**src/rtl/pc_pkg.sv**
```systemverilog
// Shared definitions for the fetch PC generator.
// Step sizes, next-PC select encoding and RAS sizing helper.
package pc_pkg;

  localparam int STEP_C = 2;
  localparam int STEP_I = 4;

  typedef enum logic [2:0] {
    SEL_HOLD,
    SEL_TRAP,
    SEL_REDIR,
    SEL_RAS,
    SEL_SEQ
  } pc_sel_e;

  function automatic int ras_cw(input int depth);
    return $clog2(depth) + 1;
  endfunction

endpackage

```
**src/rtl/pc_ras.sv**
```systemverilog
// Return-address stack: circular buffer with a top pointer
// and a saturating live-entry count; data storage is not reset.
module pc_ras
  import pc_pkg::*;
#(
  parameter int XLEN  = 32,
  parameter int DEPTH = 4,
  localparam int PW   = $clog2(DEPTH),
  localparam int CW   = ras_cw(DEPTH)
) (
  input  logic            clock,
  input  logic            reset,
  input  logic            push_i,
  input  logic [XLEN-1:0] link_i,
  input  logic            pop_i,
  input  logic            flush_i,
  output logic [XLEN-1:0] top_o,
  output logic [CW-1:0]   count_o
);

  logic [PW-1:0]   top_q, top_d;
  logic [CW-1:0]   cnt_q, cnt_d;
  logic [XLEN-1:0] mem_q [DEPTH];
  logic            wr_en;
  logic [PW-1:0]   wr_ptr;

  always_comb begin
    top_d  = top_q;
    cnt_d  = cnt_q;
    wr_en  = 1'b0;
    wr_ptr = top_q + 1'b1;
    if (flush_i) begin
      cnt_d = '0;
    end else if (push_i) begin
      // A full stack wraps onto the oldest slot.
      wr_en = 1'b1;
      top_d = wr_ptr;
      if (cnt_q != CW'(DEPTH)) begin
        cnt_d = cnt_q + 1'b1;
      end
    end else if (pop_i && cnt_q != '0) begin
      top_d = top_q - 1'b1;
      cnt_d = cnt_q - 1'b1;
    end
  end

  always_ff @(posedge clock or negedge reset) begin
    if (!reset) begin
      top_q <= '0;
      cnt_q <= '0;
    end else begin
      top_q <= top_d;
      cnt_q <= cnt_d;
    end
  end

  always_ff @(posedge clock) begin
    if (wr_en && reset) begin
      mem_q[wr_ptr] <= link_i;
    end
  end

  assign top_o   = mem_q[top_q];
  assign count_o = cnt_q;

endmodule

```
**src/rtl/pc_gen.sv**
```systemverilog
// Fetch PC generator: trap, redirect, RAS-predicted return,
// sequential step, or hold, in that priority order.
module pc_gen
  import pc_pkg::*;
#(
  parameter int              XLEN      = 32,
  parameter logic [XLEN-1:0] RESET_VEC = '0,
  parameter int              RAS_DEPTH = 4,
  parameter int              C_EXT     = 1,
  localparam int             CW        = ras_cw(RAS_DEPTH)
) (
  input  logic            clock,
  input  logic            reset,
  input  logic            io_trap,
  input  logic [XLEN-1:0] io_trap_vec,
  input  logic            io_redirect,
  input  logic [XLEN-1:0] io_npc,
  input  logic            io_call,
  input  logic [XLEN-1:0] io_link,
  input  logic            io_ret,
  input  logic            io_is_c,
  input  logic            io_ready,
  output logic            io_valid,
  output logic [XLEN-1:0] io_pc,
  output logic [CW-1:0]   io_ras_count
);

  localparam logic [XLEN-1:0] AMASK =
    (C_EXT != 0) ? ~XLEN'(1) : ~XLEN'(3);
  localparam logic [XLEN-1:0] RST_PC = RESET_VEC & AMASK;

  logic [XLEN-1:0] pc_q, pc_d;
  logic            valid_q, valid_d;
  logic [XLEN-1:0] step;
  logic [XLEN-1:0] ras_top;
  logic [CW-1:0]   ras_cnt;
  logic            fire;
  logic            push;
  logic            pop;
  pc_sel_e         sel;

  always_comb begin
    fire = valid_q && io_ready;
    step = (C_EXT != 0 && io_is_c) ? XLEN'(STEP_C)
                                   : XLEN'(STEP_I);
    sel  = SEL_HOLD;
    if (io_trap) begin
      sel = SEL_TRAP;
    end else if (io_redirect) begin
      sel = SEL_REDIR;
    end else if (fire && io_ret && ras_cnt != '0) begin
      sel = SEL_RAS;
    end else if (fire) begin
      sel = SEL_SEQ;
    end
  end

  always_comb begin
    pc_d    = pc_q;
    valid_d = 1'b1;
    unique case (sel)
      SEL_TRAP:  pc_d = io_trap_vec & AMASK;
      SEL_REDIR: pc_d = io_npc & AMASK;
      SEL_RAS:   pc_d = ras_top & AMASK;
      SEL_SEQ:   pc_d = (pc_q + step) & AMASK;
      default:   pc_d = pc_q;
    endcase
  end

  assign push = io_redirect && io_call && !io_trap;
  assign pop  = (sel == SEL_RAS);

  pc_ras #(
    .XLEN  (XLEN),
    .DEPTH (RAS_DEPTH)
  ) u_ras (
    .clock   (clock),
    .reset   (reset),
    .push_i  (push),
    .link_i  (io_link),
    .pop_i   (pop),
    .flush_i (io_trap),
    .top_o   (ras_top),
    .count_o (ras_cnt)
  );

  always_ff @(posedge clock or negedge reset) begin
    if (!reset) begin
      pc_q    <= RST_PC;
      valid_q <= 1'b0;
    end else begin
      pc_q    <= pc_d;
      valid_q <= valid_d;
    end
  end

  assign io_pc        = pc_q;
  assign io_valid     = valid_q;
  assign io_ras_count = ras_cnt;

endmodule

```
**config.mk**
```make
export PLATFORM = sky130hd
export DESIGN_NAME = pc_gen
export DESIGN_NICKNAME = d
export VERILOG_FILES = /design/src/rtl/pc_pkg.sv /design/src/rtl/pc_ras.sv /design/src/rtl/pc_gen.sv
export SDC_FILE = /design/constraint.sdc
export NUM_CORES = 1
export LEC_CHECK = 0
export ABC_AREA = 0
export BUFFER_PORTS_ARGS = -buffer_cell sky130_fd_sc_hd__buf_2
export CAP_MARGIN = 20
export CORE_MARGIN = 2
export CORE_UTILIZATION = 40
export CTS_BUF_LIST = sky130_fd_sc_hd__clkbuf_16
export DETAILED_ROUTE_END_ITERATION = 7
export HOLD_SLACK_MARGIN = 0.05
export PLACE_DENSITY = 0.63
export SLEW_MARGIN = 20
export SYNTH_ARGS = -nofsm -noshare
export SYNTH_HDL_FRONTEND = slang
export SYNTH_HIERARCHICAL = 1
export SYNTH_SLANG_ARGS = --single-unit
```
**constraint.sdc**
```tcl
create_clock -name clock -period 3.8 [get_ports clock]
set_input_delay 0.19 -clock clock [delete_from_list [all_inputs] [get_ports clock]]
set_output_delay 0.19 -clock clock [all_outputs]
set_load 0.05 [all_outputs]
```
-- Yosys cells after proc, flatten, opt, wreduce, memory -nomap -nowiden
Memories as Yosys holds them, arrays and structs flattened.
Index checks and enable logic that the tools add are counted.
- $add $sub $neg: 5
- equal/unequal tests: 6
- muxes and demuxes: 16
- bitwise operators: 1
- reductions and logical operators: 14
- operator list (cell ; count):
    case mux 32 bit (4 select lines) ; 1
    adder 32 x 3 -> 32 bit ; 1
    two-way mux 3 bit ; 9
    logical AND 1 bit ; 7
    equality test 3 x 2 -> 1 bit (second input constant) ; 2
    nonzero test 3 bit ; 2
    two-way mux 1 bit ; 4
    two-way mux 2 bit ; 2
    AND reduction 2 bit ; 2
    nonzero test 4 bit ; 1
    adder 3 x 1 -> 3 bit (second input constant) ; 1
    equality test 3 x 1 -> 1 bit (second input constant) ; 1
    equality test 3 bit (second input constant) ; 1
    != test 3 x 2 -> 1 bit (second input constant) ; 1
    != test 3 bit (second input constant) ; 1
    subtractor 3 x 1 -> 3 bit (second input constant) ; 1
    adder 2 x 1 -> 2 bit (second input constant) ; 1
    nonzero test 2 bit ; 1
    subtractor 2 x 1 -> 2 bit (second input constant) ; 1
    zero test 1 bit ; 1
    NOT 1 bit ; 1
- flip-flop bits (word level): 38
- bits in writable memories: 128
- input bits: 104
- output and inout port bits: 36
- memories kept: 1
- memories (name ; words ; width ; rd ports ; clocked after memory_dff ; wr ports ; RTL line ; source):
    u_ras.mem_q ; 4 ; 32 ; 1 ; 0 ; 1 ; pc_ras.sv:23 ; logic [XLEN-1:0] mem_q [DEPTH];

-- Depth between registers and ports, before layout
Gate-level depths: netlist of the first run.
- depth in word-level cells: 11
- depth in mapped cells: 9
- gate-level depth less buffers: 8

-- Modules after synthesis
The synthesis of the first run kept the hierarchy.
- modules (own cells, without submodules) (module ; instances ; cells an instance ; area each (um^2)):
    pc_ras ; 1 ; 208 ; 5032.3
    pc_gen ; 1 ; 333 ; 2625.0

-- Worst setup path before layout of the first run
No wires, ideal clock.
- path kind: flip-flop to flip-flop
- start point: reg pc_q[1] (netlist: io_pc[1])
- end point: reg pc_q[23] (netlist: io_pc[23])
- setup time: 0.126 ns
- arrival time: 2.408 ns
- data required time: 3.674 ns
- setup slack: 1.266 ns
- stages on the path, launching flop included: 9
- cell sequence: dfrtp_1 -> ha_1 -> inv_1 -> fa_1 -> and4b_1 -> clkbuf_1 -> nand3_1 -> xnor2_1 -> a221o_1
- cells in the longest elaborated chain, start to end: 2
- ends and longest elaborated chain (element ; RTL line ; source):
    from (decl) ; pc_gen.sv:32 ; logic [XLEN-1:0] pc_q, pc_d;
    from (signal assigned) ; pc_gen.sv:92 ; pc_q <= pc_d;
    adder 32 x 3 -> 32 bit ; pc_gen.sv:65 ; SEL_SEQ: pc_d = (pc_q + step) & AMASK;
    case mux 32 bit (4 select lines) ; pc_gen.sv:61 ; unique case (sel)
No other way between the ends. The select of a mux whose other input is x is not followed.
A chain may end at the register's enable or synchronous reset.

-- Final worst setup path of the first run
- start point: reg u_ras.cnt_q[1] (netlist: u_ras/count_o[1])
- end point: reg pc_q[5] (netlist: io_pc[5])
- cells in the longest elaborated chain, start to end: 7
- elaborated cells on any way between the ends: 11
- ends and longest elaborated chain (element ; RTL line ; source):
    from (decl) ; pc_ras.sv:22 ; logic [CW-1:0] cnt_q, cnt_d;
    from (signal assigned) ; pc_ras.sv:53 ; cnt_q <= cnt_d;
    nonzero test 3 bit * ; pc_gen.sv:51 ; end else if (fire && io_ret && ras_cnt != '0) begin
    logical AND 1 bit * ; pc_gen.sv:51 ;
    two-way mux 3 bit * ; pc_gen.sv:51 ;
    two-way mux 3 bit * ; pc_gen.sv:49 ; end else if (io_redirect) begin
    two-way mux 3 bit * ; pc_gen.sv:47 ; if (io_trap) begin
    equality test 3 bit, or another cell as far along ; pc_gen.sv:61 ;
    case mux 32 bit (4 select lines) / nonzero test 4 bit (equally long branches) ; n/a ;
Every way passes the cells marked *; elsewhere a longest branch is shown, timed or not. The select of a mux whose other input is x is not followed.

==> results of run 1 <==
[per-layer routing]
metal  track usage (%)  wire (um)  up-vias
met3              4.14       1230       31
met1              26.5       8420     2723
li1                  -          -     2472
met2              31.3       9390      234
met4              7.95        401        0
met5                 0          0        -
[cells in the final DEF (no fill, tap or decap), drive strengths merged, types with 5 or more instances in the layout]
| cell | instances |
|---|---|
| buf | 146 |
| edfxtp | 124 |
| dlygate4sd3 | 42 |
| dfrtp | 37 |
| a21oi | 35 |
| nor2 | 32 |
| mux4 | 31 |
| nand2 | 28 |
| o21ai | 23 |
| inv | 21 |
| o22ai | 17 |
| clkbuf | 17 |
| nand3 | 15 |
| nor3 | 14 |
| xor2 | 12 |
| nand4 | 12 |
| and2 | 8 |
| o221a | 7 |
| xnor2 | 7 |
| a221oi | 7 |
| and3 | 7 |
| nor2b | 6 |
| ha | 6 |
| clkinvlp | 5 |
[area by class of cell]
type                            count  area share (%)
Antenna cell                        1          0.0267
Clock buffer                       17            4.54
Clock inverter                     15            1.32
Inverter                           15           0.601
Multi-Input combinational cell    328            28.2
Sequential cell                   161            49.6
Tap cell                          234            3.12
Timing Repair Buffer              188            12.6
[stage by stage]
stage | instance area, um^2 | utilization (%)
floorplan | 7510 | -
global placement | 8400 | 45.2
detailed placement | 8400 | 45.2
CTS | 9370 | 50.4
global route | 9370 | 50.4
finish | 9370 | 50.4
[critical path: stages, from the launching register on]
cell and delay, ns:
dfrtp_1 0.48, o31ai_1 0.70, nand3_2 0.70, nor4_1 0.46
a2111oi_0 0.11, o21ai_0 0.18
[sequential cells by signal, indices dropped and copies added (netlist names)]
register	cells
u_ras/mem_q	124
io_pc	31
u_ras/count_o	3
u_ras/top_q	2
io_valid	1
[worst paths after layout]
check | cells past startpoint | start | slack [ns] | endpoint
max | 5 | u_ras/count_o[1] | 1.07 | io_pc[5]
min | 3 | io_trap_vec[10] | 0.07 | io_pc[10]
max reg2reg | 5 | u_ras/count_o[1] | 1.07 | io_pc[5]
min reg2reg | 1 | io_pc[27] | 0.58 | io_pc[27]
max in group asynchronous | 3 | reset | 2.92 | u_ras/top_q[0]
min in group asynchronous | 3 | reset | 0.48 | io_pc[14]
[repair_timing]
item                                    in CTS  in global routing
hold buffers                                42                  0
setup buffers                                0                  0
endpoints found under the setup margin       0                  0
endpoints found under the hold margin      171                  0
[power by group]
| part | internal, uW | leakage, uW | switching (uW) |
|---|---|---|---|
| Clock | 895 | 0.000266 | 672 |
| Sequential | 1960 | 0.00155 | 152 |
| Combinational | 419 | 0.00172 | 494 |
==> qor.yml, run 1 <==
rsz0062_at_grt: "false"
grt_pass1_vias: 5349
hold_viol: 0
drive_above_1_share_pct: 30.5
grt_max_degree: 38
period_share_pct: 71.9
worstPathRequired_ns: 4.14
drv_cap: 0
syn_area_per_cell_um2: 14.0
syn_area_um2: 7510
timing.hold.ws_ns: 0.0740
outcome: "finished, final reports clean"
final_cells: 959
die_x_um: 141
die_y_um: 141
seqCellArea_um2: 4650
grt_pass1_wl_um: 29600
wl_per_cell_um: 20.3
dp_cells: 884
period_needed_ns: 2.73
fin_tns_setup_ns: 0
cts_resized: 0
clock_latency_ns: 0.42
path_class: "reg2reg"
critPathArrivalTime_ns: 3.07
cts_tree: "yes"
endpoint_kind: "flip-flop"
synthCells: 536
drt_iter0_markers: 506
dp_slack_ns: 1.12
start_util_pct: 40.4
max_slew.worst_pin.slew_ns: 0.952
via_count: 5460
final.fill_count: 1584
p_total_uw: 4590
startpoint_type: "flip-flop"
drv_slew: 0
fin_ws_ns: 1.07
ys.warnings.count: 6
grt_usage_pct: 19.7
multi_input_area_um2: 2640
drt-total-wl_um: 19400
htreeDepth: 4
fin_skew_ns: 0.00721
antenna_left: 0
antenna_found_initial: 0
cts.sinks: 161
dr.pass1.iters: 5
cts_made_buffers: 17
coreArea_um2: 18600
area_growth_pct: 24.7
hpwl_um: 13200
die_area_um2: 19900
setup_viol: 0
row_count: 50
path_clk_slew_ns: 0.06
numPortBuffers: 135
grt_remaining_overflow: 0
synth_fp_nets: 648
fmax_mhz: 366
gp_congestion: 0.917
viasPerCell: 5.69
cp_max_fo: 28
relSlewSlack_pct: 36.6
cts_buffer_depth: 2
power_density_nw_per_um2: 490
ir_worst_vdd_v: 0.000259
io_pins: 140
drcViolationCount: 0
power_leakage_uw: 0.00353
root_buffer: "clkbuf_16"
nets: 823
hp-class: "in2reg"
Power figures use the tool's default switching activity.
==> run 2, diff against run 1 <==
- clock period: 3.8 -> 2.55 ns (I/O delays scaled with it)
==> qor.yml, run 2 (synthesis results as in run 1) <==
viasPerCell: 5.66  # -0.62%
cts_made_buffers: 17  # unchanged
fmax_mhz: 413  # +13%
hp-class: "in2reg"
htreeDepth: 4  # unchanged
ir_worst_vdd_v: 0.000438  # +69%
numPortBuffers: 135  # unchanged
hold_viol: 0  # unchanged
period_needed_ns: 2.42  # -0.312 ns
internal_power_uw: 4950  # +51%
final_cell_mix: "135 x buf_2, 124 x edfxtp_1, 54 x dlygate4sd3_1"
drt-total-wl_um: 19600  # +0.88%
period_share_pct: 95.0  # +23 points
drt_iter0_markers: 584  # +15%
nets: 847  # +2.9%
p_sw_uw: 2020  # +53%
worstPathRequired_ns: 2.91  # -1.23 ns
rsz0062_at_grt: "false"
p_comb_share_pct: 21.4  # +1.5 points
final_common_cell: "buf_2"
cts_tree: "yes"
path_class: "reg2reg"
hpwl_um: 13700  # +3.8%
timing.hold.ws_ns: 0.0713  # -0.00268 ns
wl_per_cell_um: 19.9  # -1.6%
coreArea_um2: 18600  # unchanged
switching_share_pct: 29.0  # +0.29 points
antenna_found_initial: 0  # unchanged
cp_max_fo: 19  # -32%
p_total_uw: 6970  # +52%
critPathArrivalTime_ns: 2.78  # -0.29 ns
outcome: "finished, final reports clean"
max_slew.worst_pin.slew_ns: 0.558  # -0.394 ns
regMostFlops: "u_ras/mem_q"
endpoint_kind: "flip-flop"
start_util_pct: 40.4  # unchanged
grt_remaining_overflow: 0  # unchanged
pwr-share-seq_pct: 43.8  # -2.2 points
fin_ws_ns: 0.128  # -0.938 ns
dp_slack_ns: 0.178  # -0.939 ns
dr.pass1.iters: 6  # +1
die_x_um: 141  # unchanged
power_leakage_uw: 0.00367  # +3.9%
via_count: 5562  # +1.9%
grt_max_degree: 38  # unchanged
drv_slew: 0  # unchanged
fin_skew_ns: 0.00696  # -0.000248 ns
root_buffer: "clkbuf_16"
antenna_left: 0  # unchanged
path_clk_slew_ns: 0.07  # about the same
io_pins: 140  # unchanged
final.fill_count: 1585  # +0.063%
pwr-share-clk_pct: 34.8  # +0.7 points
gp_congestion: 0.912  # -0.61%
grt_pass1_wl_um: 30800  # +4.2%
area_growth_pct: 28.4
cts.sinks: 161  # unchanged
power_density_nw_per_um2: 722  # +47%
clock_latency_ns: 0.42  # about the same
setup_viol: 0  # unchanged
relSlewSlack_pct: 62.7  # +26 points
largest_reg_flops: 124  # unchanged
drive_above_1_share_pct: 31.7  # +1.2 points
grt_usage_pct: 20.1  # +0.48 points
fin_tns_setup_ns: 0  # unchanged
drcViolationCount: 0  # unchanged
drv_cap: 0  # unchanged
startpoint_type: "flip-flop"
grt_pass1_vias: 5589  # +4.5%
die_area_um2: 19900  # unchanged
row_count: 50  # unchanged
die_y_um: 141  # unchanged
cts_buffer_depth: 2  # unchanged
run 2: path summary, 6_finish.rpt:
| check | slack [ns] | depth (start not counted) | start | end |
|---|---|---|---|---|
| max | 0.13 | 7 | u_ras/count_o[1] | io_pc[5] |
| min | 0.07 | 3 | io_trap_vec[30] | io_pc[30] |
| max reg2reg | 0.13 | 7 | u_ras/count_o[1] | io_pc[5] |
| min reg2reg | 0.58 | 1 | io_pc[18] | io_pc[18] |
| max in group asynchronous | 1.74 | 3 | reset | u_ras/top_q[0] |
| min in group asynchronous | 0.41 | 3 | reset | io_pc[6] |
run 2: area by class of cell:
| type | instances | area [um^2] | share of cell area (%) |
|---|---|---|---|
| flip-flops and latches | 161 | 4650 | 48.2 |
| multi-input cells | 328 | 2660 | 27.6 |
| repair buffers | 212 | 1430 | 14.8 |
| clock buffers | 17 | 425 | 4.41 |
| well taps | 234 | 293 | 3.03 |
| clock inverters | 15 | 134 | 1.39 |
| inverters | 15 | 56.3 | 0.583 |
| diodes | 1 | 2.50 | 0.0259 |
run 2: critical path, stage by stage, from the launching register on:
cell and delay (ns):
dfrtp_1 0.49, o31ai_1 0.28, buf_4 0.18, nand3_4 0.20
nor4_1 0.37, a2111oi_2 0.10, o21ai_0 0.17, dlygate4sd3_1 0.56
run 2: repair_timing:
item	4_1_cts	5_1_grt
endpoints found under the hold margin	178	0
buffers inserted	0	0
hold buffers	54	0
resized for setup	0	5
setup endpoints to repair	0	4
run 2: power by group through the flow:
stage                     sequential, uW  combinational [uW]  clock, uW
after detailed placement            3110                1430          0
after CTS                           3060                1500       2460
after global routing                3070                1610       2580
final                               3060                1490       2430
after global placement              3100                1410          0
after floorplan                     3260                 855          0
run 2: per-layer routing:
| metal | vias up | wire length, um | track usage [%] |
|---|---|---|---|
| li1 | 2524 | - | - |
| met1 | 2758 | 8420 | 27.7 |
| met2 | 248 | 9450 | 31.9 |
| met3 | 32 | 1360 | 4.86 |
| met4 | 0 | 374 | 6.32 |
| met5 | - | 0 | 0 |
run 2: metrics by stage:
step	area (um^2)	util, %	instances
2_1_floorplan	7510	-	536
3_3_place_gp	8530	45.9	896
3_5_place_dp	8530	45.9	896
4_1_cts	9630	51.8	982
5_1_grt	9650	51.9	982
6_report	9650	51.9	983
